### src/rtl/bin2seg_pkg.sv
// bin2seg_pkg: shared constants and FSM state type for the sequential seven-segment converter.
package bin2seg_pkg;

    localparam logic [6:0] SEG_BLANK = 7'b1111111;
    localparam logic [6:0] SEG_MINUS = 7'b0111111;

    // Active-low patterns, bit 0 = a ... bit 6 = g; non-BCD codes stay dark.
    localparam logic [6:0] SEG_LUT [16] = '{
        7'b1000000, 7'b1111001, 7'b0100100, 7'b0110000,
        7'b0011001, 7'b0010010, 7'b0000010, 7'b1111000,
        7'b0000000, 7'b0010000, SEG_BLANK,  SEG_BLANK,
        SEG_BLANK,  SEG_BLANK,  SEG_BLANK,  SEG_BLANK
    };

    typedef enum logic [1:0] {IDLE, SHIFT, ENCODE} state_e;

endpackage

### src/rtl/bin2seg_seq_decode.sv
// seg7_decode: combinational BCD nibble to active-low seven-segment pattern.
module seg7_decode
    import bin2seg_pkg::*;
(
    input  logic [3:0] digit_i,
    output logic [6:0] seg_o
);

    assign seg_o = SEG_LUT[digit_i];

endmodule

### src/rtl/bin2seg_seq.sv
// bin2seg_seq: handshaked iterative double-dabble binary to BCD/seven-segment converter.
// Define BIN2SEG_SIGNED_EN to treat bin as two's complement and show a minus sign.
module bin2seg_seq
    import bin2seg_pkg::*;
#(
    parameter int BIN_W  = 11,
    parameter int DIGITS = 4
) (
    input  logic                  clk,
    input  logic                  rst_n,
    input  logic                  in_valid,
    output logic                  in_ready,
    input  logic [BIN_W-1:0]      bin,
    input  logic                  blank_lz,
    output logic                  out_valid,
    output logic                  busy,
    output logic [4*DIGITS-1:0]   bcd,
    output logic [7*DIGITS-1:0]   seg,
    output logic                  ovf
);

    localparam int CW = $clog2(BIN_W + 1);

    state_e                state_q;
    logic [CW-1:0]         cnt_q;
    logic [BIN_W-1:0]      sh_q;
    logic [BIN_W-1:0]      mag;
    logic [4*DIGITS-1:0]   acc_q;
    logic [4*DIGITS-1:0]   acc_d;
    logic [4*DIGITS-1:0]   adj;
    logic                  ovf_acc_q;
    logic                  blz_q;
    logic [4*DIGITS-1:0]   bcd_q;
    logic [7*DIGITS-1:0]   seg_q;
    logic [7*DIGITS-1:0]   seg_d;
    logic [7*DIGITS-1:0]   raw;
    logic                  ovf_q;
    logic                  ovf_d;
    logic                  out_valid_q;
    logic [DIGITS-1:0]     lz;
    logic [DIGITS-1:0]     minus;
    logic                  zero_run;

    // Add-3 correction per digit; lz marks zero digits above the most significant non-zero one.
    always_comb begin
        zero_run = 1'b1;
        for (int k = DIGITS - 1; k >= 0; k--) begin
            adj[4*k +: 4] = acc_q[4*k +: 4] + (acc_q[4*k +: 4] >= 4'd5 ? 4'd3 : 4'd0);
            zero_run = zero_run && acc_q[4*k +: 4] == 4'd0;
            lz[k] = zero_run && k != 0;
        end
    end

    assign acc_d = {adj[4*DIGITS-2:0], sh_q[BIN_W-1]};

    for (genvar k = 0; k < DIGITS; k++) begin : g_dec
        seg7_decode u_dec (.digit_i(acc_q[4*k +: 4]), .seg_o(raw[7*k +: 7]));
    end

`ifdef BIN2SEG_SIGNED_EN
    localparam logic [DIGITS-1:0] TOP = DIGITS'(1) << (DIGITS - 1);
    logic              neg_q;
    logic [DIGITS-1:0] lz_lo;
    assign lz_lo = DIGITS'({lz, 1'b1});
    assign mag   = bin[BIN_W-1] ? -bin : bin;
    // Minus sits just left of the top digit when a blank slot exists, else on the top display.
    assign minus = !neg_q ? '0 : (blz_q && lz[DIGITS-1]) ? lz & ~lz_lo : TOP;
    assign ovf_d = ovf_acc_q | (neg_q & ~lz[DIGITS-1]);
`else
    assign mag   = bin;
    assign minus = '0;
    assign ovf_d = ovf_acc_q;
`endif

    always_comb begin
        for (int k = 0; k < DIGITS; k++)
            seg_d[7*k +: 7] = minus[k] ? SEG_MINUS : (blz_q && lz[k]) ? SEG_BLANK : raw[7*k +: 7];
    end

    always_ff @(posedge clk or negedge rst_n) begin
        if (!rst_n) begin
            state_q     <= IDLE;
            cnt_q       <= '0;
            sh_q        <= '0;
            acc_q       <= '0;
            ovf_acc_q   <= 1'b0;
            blz_q       <= 1'b0;
            bcd_q       <= '0;
            seg_q       <= '1;
            ovf_q       <= 1'b0;
            out_valid_q <= 1'b0;
`ifdef BIN2SEG_SIGNED_EN
            neg_q       <= 1'b0;
`endif
        end else begin
            out_valid_q <= 1'b0;
            case (state_q)
                IDLE: if (in_valid) begin
                    sh_q      <= mag;
                    blz_q     <= blank_lz;
                    acc_q     <= '0;
                    ovf_acc_q <= 1'b0;
                    cnt_q     <= CW'(BIN_W);
                    state_q   <= SHIFT;
`ifdef BIN2SEG_SIGNED_EN
                    neg_q     <= bin[BIN_W-1];
`endif
                end
                SHIFT: begin
                    acc_q     <= acc_d;
                    sh_q      <= sh_q << 1;
                    ovf_acc_q <= ovf_acc_q | adj[4*DIGITS-1];
                    cnt_q     <= cnt_q - CW'(1);
                    state_q   <= cnt_q == CW'(1) ? ENCODE : SHIFT;
                end
                default: begin
                    bcd_q       <= acc_q;
                    seg_q       <= seg_d;
                    ovf_q       <= ovf_d;
                    out_valid_q <= 1'b1;
                    state_q     <= IDLE;
                end
            endcase
        end
    end

    assign in_ready  = state_q == IDLE;
    assign busy      = state_q != IDLE;
    assign out_valid = out_valid_q;
    assign bcd       = bcd_q;
    assign seg       = seg_q;
    assign ovf       = ovf_q;

endmodule

### config.mk
export PLATFORM = sky130hd
export DESIGN_NAME = bin2seg_seq
export DESIGN_NICKNAME = d
export VERILOG_FILES = /design/src/rtl/bin2seg_pkg.sv /design/src/rtl/bin2seg_seq_decode.sv /design/src/rtl/bin2seg_seq.sv
export SDC_FILE = /design/constraint.sdc
export NUM_CORES = 1
export LEC_CHECK = 0
export BUFFER_PORTS_ARGS = -buffer_cell sky130_fd_sc_hd__buf_2
export CELL_PAD_IN_SITES_DETAIL_PLACEMENT = 0
export CELL_PAD_IN_SITES_GLOBAL_PLACEMENT = 1
export CORE_MARGIN = 4
export CORE_UTILIZATION = 30
export DETAILED_ROUTE_END_ITERATION = 8
export PLACE_DENSITY = 0.59
export SLEW_MARGIN = 15
export SYNTH_ARGS = -nofsm -noshare
export SYNTH_HDL_FRONTEND = slang
export SYNTH_SLANG_ARGS = --single-unit
export TNS_END_PERCENT = 30
### constraint.sdc
create_clock -name clk -period 2.4 [get_ports clk]
set_input_delay 0.24 -clock clk [delete_from_list [all_inputs] [get_ports clk]]
set_output_delay 0.24 -clock clk [all_outputs]
set_load 0.1 [all_outputs]
==> run summary, run 1 <==
The flow ran to the end, and the final reports show no timing, DRC or antenna violations. The detailed-router iteration count before antenna repair is 4, and the average instance area after synthesis is 10.15 sq um. Length in cells of the worst reg-to-reg path: 9.

For the number of design-rule violations left by the first detailed-router iteration, the log shows 118. Once the clock tree was built, the resizer swapped 0 gates to a different size. The final count of hold timing violations is 0.

The run gives 16,680 sq um as the die footprint. The run gives 0 as the number of max-slew violations in the final report. The count of input and output buffers was 62; the top fanout value on the critical path was 6. The number of synthesized register bits works out to 81. The worst register-to-register path begins at acc_q[9]. The number of synthesis warnings was 0; the number of rows in the core area was 44. After routing, the total negative slack on setup checks comes to 0 ns. After detailed placement, the design holds a cell count of 664. Summing the areas of all compound-gate instances in the mapped netlist gives 14.94% of the synthesized area.

The proportion of register bits with asynchronous set or reset after synthesis was 100.0%; the transition time at the pin with the least slew margin was 0.8125 ns. The area growth from synthesis to layout is 18.44%. The number of global-route vias before repair is 3,268.

The die extent in y works out to 129.2 um. Fill cells in the final layout number 1,491. Summing all placed instances gives a cell area of 4893 sq um.

The predominant post-synthesis flop cell is dfrtp_1. In this run the tightest slew margin relative to its limit is 45.83%. The start point of the critical path is acc_q[9]. The required arrival time at the worst endpoint is 2.67 ns, and the placeable core region is 14,480 sq um. After detailed routing, the average wire length per cell comes to 14.41 um. The tree built by TritonCTS fans out to 81 sinks. The total overflow left after global routing is 0. The total of hold buffers inserted after clock tree synthesis is 0, and the post-synthesis share of cell area spent on and, or, nand and nor gates is 16.48%. The finished cells cover 5216 sq um. The synthesized netlist contains 50 unique library cells.

Timing analysis after detailed placement gives a worst setup slack of 0.1908 ns. In the post-route analysis, the smallest setup slack over all paths is 0.1948 ns. Detailed placement finished with a half-perimeter wire length of 6594 um. Entering global routing, the biggest net connects 64 pins.

By area, the combinational part of the netlist is dominated by simple AND/OR/NAND/NOR gates. The library cells used most frequently in the layout, excluding fill and tap cells, are buf_2 (61), dfrtp_1 (52), nand2_1 (48). The later pin in the worst-skew pair is clocked with a latency of 0.34 ns.

Summing the areas of all xor and xnor instances in the mapped netlist gives 0.9943% of the synthesized area. The share of cells above drive strength 1 was 30.85%; the achievable clock frequency was 453.5 MHz. The worst hold path belongs to the class input port to async pin.

The clock tree synthesis step divided the H-tree into 3 levels. The run gives 63 as the boundary pin count. Setup repair after global routing left no endpoint under its margin.

After synthesis, flip-flops and latches occupy 46.82% of the total area. The kind of critical path was flop to flop. The number of antenna cells inserted came out at 0. For flop-to-flop paths, the worst setup slack is 0.19 ns. In the finished design, the share of the clock period the worst path needs comes to 91.88%. Across the run, the number of max-cap violations was 0. Arrival time at the worst endpoint: 2.48 ns. In this run the deepest clock path goes through 2 buffers. After technology mapping, the gate count stands at 434. The final critical-path required period was 2.205 ns; the effective utilization at floorplan was 30.42%.

The portion of netlist area occupied by mux cells is 4.858%, and the initial antenna violation count is 0. STA classifies the critical path endpoint as a flop. The tools report the clock buffer count from CTS as 9.

The most common cell after layout, fill and taps aside is buf_2. The net count after synthesis was 482; the via count was 3,184. Post-CTS timing repair inserted 0 buffers for setup. The startpoint type of the worst setup path was a flop. Global routing used 12.49% of the available tracks across all layers. The run gives 9800 um as the overall routed net length. Number of DRC violations after detailed routing: 0. The fraction of the mapped netlist area in adder cells was 10.06%; the area of the mapped netlist was 4404 sq um. The logs give 0 for the total setup violations reported at the end of the flow and 539 for the number of nets in the finished design. The count of cells in the finished layout, fillers not included, comes to 680. The synthesized design contains 0 enable-type register cells. The count of nets left with antenna violations once routing finished came out at 0.

The die width was 129.2 um; the per-cell via count in the routed design was 4.682. For the final database, setup skew stands at 0.003787 ns. At the end of routability-driven placement, the weighted congestion stood at 0.7518. The wire length of the first global-routing pass is 16,590 um.

TritonCTS built the clock tree. The clock-pin slew on the worst setup and hold paths came out at 0.06 ns. The worst register-to-register path ends at acc_q[12].

In this run the clock root is driven by a clkbuf_16.
how the worst max path moves through the flow:
stage,cells past startpoint,slack [ns],end
6_report,9,0.19,acc_q[12]
5_1_grt,9,0.04,acc_q[12]
4_1_cts,9,0.17,acc_q[10]
3_5_place_dp,9,0.19,acc_q[12]
3_3_place_gp,9,0.27,acc_q[12]
2_1_floorplan,4,0.30,in_ready
cell families after synthesis:
group / count (synthesis)
AOI/OAI and AO/OA: 98
xor gates and xnor gates: 5
adders and majority gates: 33
buffers and inverters: 57
DFF: 81
muxes: 19
and+or+nand+nor: 141
critical path: stages (launching register included):
cell and delay (ns):
dfrtp_1 0.43, inv_1 0.15, ha_1 0.24, nand2b_1 0.15
a21oi_1 0.23, inv_1 0.09, ha_1 0.28, a21oi_1 0.07
or4_1 0.40, nand3_1 0.09
flip-flops by register name (all words and copies together), names as in the netlist:
register / count
state_q: 2
cnt_q: 4
seg: 28
out_valid: 1
sh_q: 11
blz_q: 1
bcd: 16
acc_q: 16
ovf: 1
ovf_acc_q: 1
cell type report:
cell class / instances / area, sq um / area share [%]
flip-flops and latches: 81 / 2063 / 39.55
inverters: 28 / 105.1 / 2.015
clock inverters: 5 / 80.08 / 1.535
multi-input cells: 296 / 2085 / 39.96
well taps: 184 / 230.2 / 4.414
repair buffers: 75 / 410.4 / 7.868
clock buffers: 11 / 242.7 / 4.653
per-layer routing:
metal  track usage (%)  routed length (um)  vias to the layer above
met3             2.556                 311                       18
met1             17.11                4871                     1511
met2             19.24                4387                       43
li1                  -                   -                     1612
met5                 0                   0                        -
met4             5.250                 229                        0
Yosys cell counts (all sizes together) (2+ instances only):
cell,instances,area share [%]
dfrtp,53,30
nand2,48,4.1
nor2,33,2.8
ha,29,8.2
dfstp,28,17
inv,28,2.4
a31oi,23,3.3
mux2,19,4.9
buf,18,2.5
o21ai,16,1.8
a21oi,15,1.7
nand3,13,1.5
clkbuf,11,0.94
nor2b,11,1.6
a21o,10,1.7
nand2b,10,1.6
o211ai,7,1.2
o31ai,7,1.2
o22a,6,1.2
or2,6,0.85
fa,4,1.8
nand3b,4,0.97
nor3b,4,0.94
or4,4,0.68
xor2,4,0.80
a31o,2,0.40
a41oi,2,0.40
o21bai,2,0.34
o311ai,2,0.40
or3,2,0.28
stage by stage:
step / hold WS, ns / utilization [%]
after floorplan: -0.05559 / -
after global placement: 0.3894 / 33.80
after detailed placement: 0.4029 / 33.80
after CTS: 0.03903 / 36.03
after global routing: 0.07406 / 36.03
final: 0.01230 / 36.03
Power of run 1 is left out: the tool's default activity adds up to more than one toggle a clock period on the data nets, which glitch-free logic cannot reach.
==> run 2, diff against run 1 <==
--- a/config.mk
+++ b/config.mk
@@ -12,6 +12,7 @@
 export CORE_UTILIZATION = 30
 export DETAILED_ROUTE_END_ITERATION = 8
 export PLACE_DENSITY = 0.59
+export SETUP_SLACK_MARGIN = 0.3
 export SLEW_MARGIN = 15
 export SYNTH_ARGS = -nofsm -noshare
 export SYNTH_HDL_FRONTEND = slang
==> run 2 against run 1 <==
Compared with the run above:
- final cell count rose by 0.88%
- non-clock buffer count increased by 6
- first-iteration DRC count shrank 2.5%
- critical path type unchanged
- highest routed layer unchanged
==> run summary, run 2 (synthesis gave the netlist of run 1 again) <==
The flow ran to the end, and the final reports show no timing, DRC or antenna violations. The number of max-slew violations in the final report is 0. The number of rows in the core area came out at 44. The library cell used most frequently in the layout, excluding fill and tap cells, is buf_2.

The tools report the effective utilization at floorplan as 30.42%. The class of the worst hold path was input port to flop. In the final timing run, aggregate negative setup slack is 0 ns. CTS placed an instance of clkbuf_16 at the clock tree root. TritonCTS built the clock tree.

The final critical-path required period works out to 2.022 ns. The run gives 46 as the pin count of the biggest net entering global routing. The run gives 0 as the number of DRC violations after detailed routing. The clock-pin slew on the worst setup and hold paths came out at 0.06 ns. The source of the worst register-to-register timing path is acc_q[8]. At the worst endpoint, the arrival time is 2.30 ns.

Routability-driven placement finished with a final weighted congestion of 0.7648. The placeable core region is 14,480 sq um. In the layout the commonest cells are buf_2 (61), nand2_1 (48), dfrtp_1 (47).

The clock arrives with 0.006326 ns of skew. The post-synthesis to final-layout area growth came out at 18.84%. Clock tree synthesis found a total of 81 sinks. In the final design database the tool counted 545 nets. For the final count of hold timing violations, the log shows 0. The flip-flop count of the largest register, all copies and words added is 28. At the pin with the least slew margin, the transition time is 0.6041 ns. The initial antenna violation count was 0; the boundary pin count was 63. Summed over all layers, the routed wires come to 9743 um.

The post-route fraction of the period consumed by the critical path is 84.23%, and the global-route congestion overflow total is 0. Setup repair after global routing could not meet its margin everywhere. The headroom to the max-slew limit came out at 59.64%. The number of clock buffers added by TritonCTS is 9. No sink is reached through more buffers than the 2 on the longest clock path.

The hold path startpoint is blank_lz. The die width was 129.2 um. The run gives 0.34 ns as the clock latency on the worst-skew pair. Via count: 3,283. The post-route netlist has 33.27% of its cells at a drive strength greater than 1.

The die footprint is 16,680 sq um. Critical path capture point type: a flop. The number of antenna diodes in the final layout is 0.

The die is 129.2 um tall. Of all nets on the critical path, the largest fanout is 7. For this block, the initial DRC count from the detailed router was 115. Kind of critical path: flop to flop.

For this run, the total global-route usage over all layers was measured as 12.32%. The total setup violations reported at the end of the flow is 0. For the worst setup path, the data required time is 2.68 ns.

The most critical setup path has its startpoint at acc_q[8]. The wire-length estimate of the detail-placed layout is 6876 um. The clock tree synthesis step divided the H-tree into 3 levels.

The detail-routed net length per standard cell is 14.20 um, and the count of nets left with antenna violations after detail routing is 0. The per-cell via count in the routed design was 4.786; the wire length of the first global-routing pass was 16,350 um. Derived from the worst setup path, the maximum achievable clock frequency is 494.7 MHz.

For this run, the detailed router's first-pass iteration total came to 6. Input and output buffers added on the ports amount to 62. The number of global-route vias before repair is 3,231.

The worst setup path is launched from a flop. The tool flagged a number of max-cap violations equal to 0.
-- run 2: cell type report --
class	instances	area, sq um
Fill cell	1485	9245
Clock buffer	14	264.0
Clock inverter	2	12.51
Inverter	28	108.9
Tap cell	184	230.2
Timing Repair Buffer	81	457.9
Multi-Input combinational cell	296	2091
Sequential cell	81	2069
-- run 2: worst max-delay path, cell delays in order (launching register included) --
cell and delay, ns:
dfrtp_2 0.45, ha_1 0.24, nand2b_1 0.17, a21oi_2 0.18
inv_1 0.08, ha_1 0.27, a21oi_1 0.07, or4_1 0.40
nand3_1 0.10
-- run 2: through the flow --
stage / setup WS, ns / cell area, sq um / util, % / std cells / hold WS [ns]
2_1_floorplan: 0.3907 / 4408 / - / 434 / -0.05559
3_3_place_gp: 0.2749 / 4920 / 33.98 / 667 / 0.2558
3_5_place_dp: 0.2261 / 4920 / 33.98 / 667 / 0.2559
4_1_cts: 0.2659 / 5218 / 36.04 / 685 / 0.07854
5_1_grt: 0.2434 / 5234 / 36.15 / 686 / 0.1054
6_report: 0.3785 / 5234 / 36.15 / 686 / 0.09192
-- run 2: path summary, 6_finish.rpt --
path | to | slack [ns] | cells past startpoint
setup / recovery | acc_q[12] | 0.38 | 8
hold / removal | blz_q | 0.09 | 3
setup reg to reg | acc_q[12] | 0.38 | 8
hold reg to reg | seg[4] | 0.47 | 2
max in group asynchronous | seg[19] | 1.27 | 3
min in group asynchronous | bcd[3] | 0.43 | 2
-- run 2: timing repair --
action                     in CTS  in global routing
setup buffers                   1                  1
hold endpoints to repair       25                  0
setup endpoints to repair       7                 12
hold buffers                    1                  0
resized for setup               1                  9
-- run 2: per-layer routing --
layer	wire, um	track usage, %
met3	391	2.556
met4	194	5.374
met5	0	0
met2	4475	19.27
met1	4681	16.54
Power of run 2 is left out for the same reason.
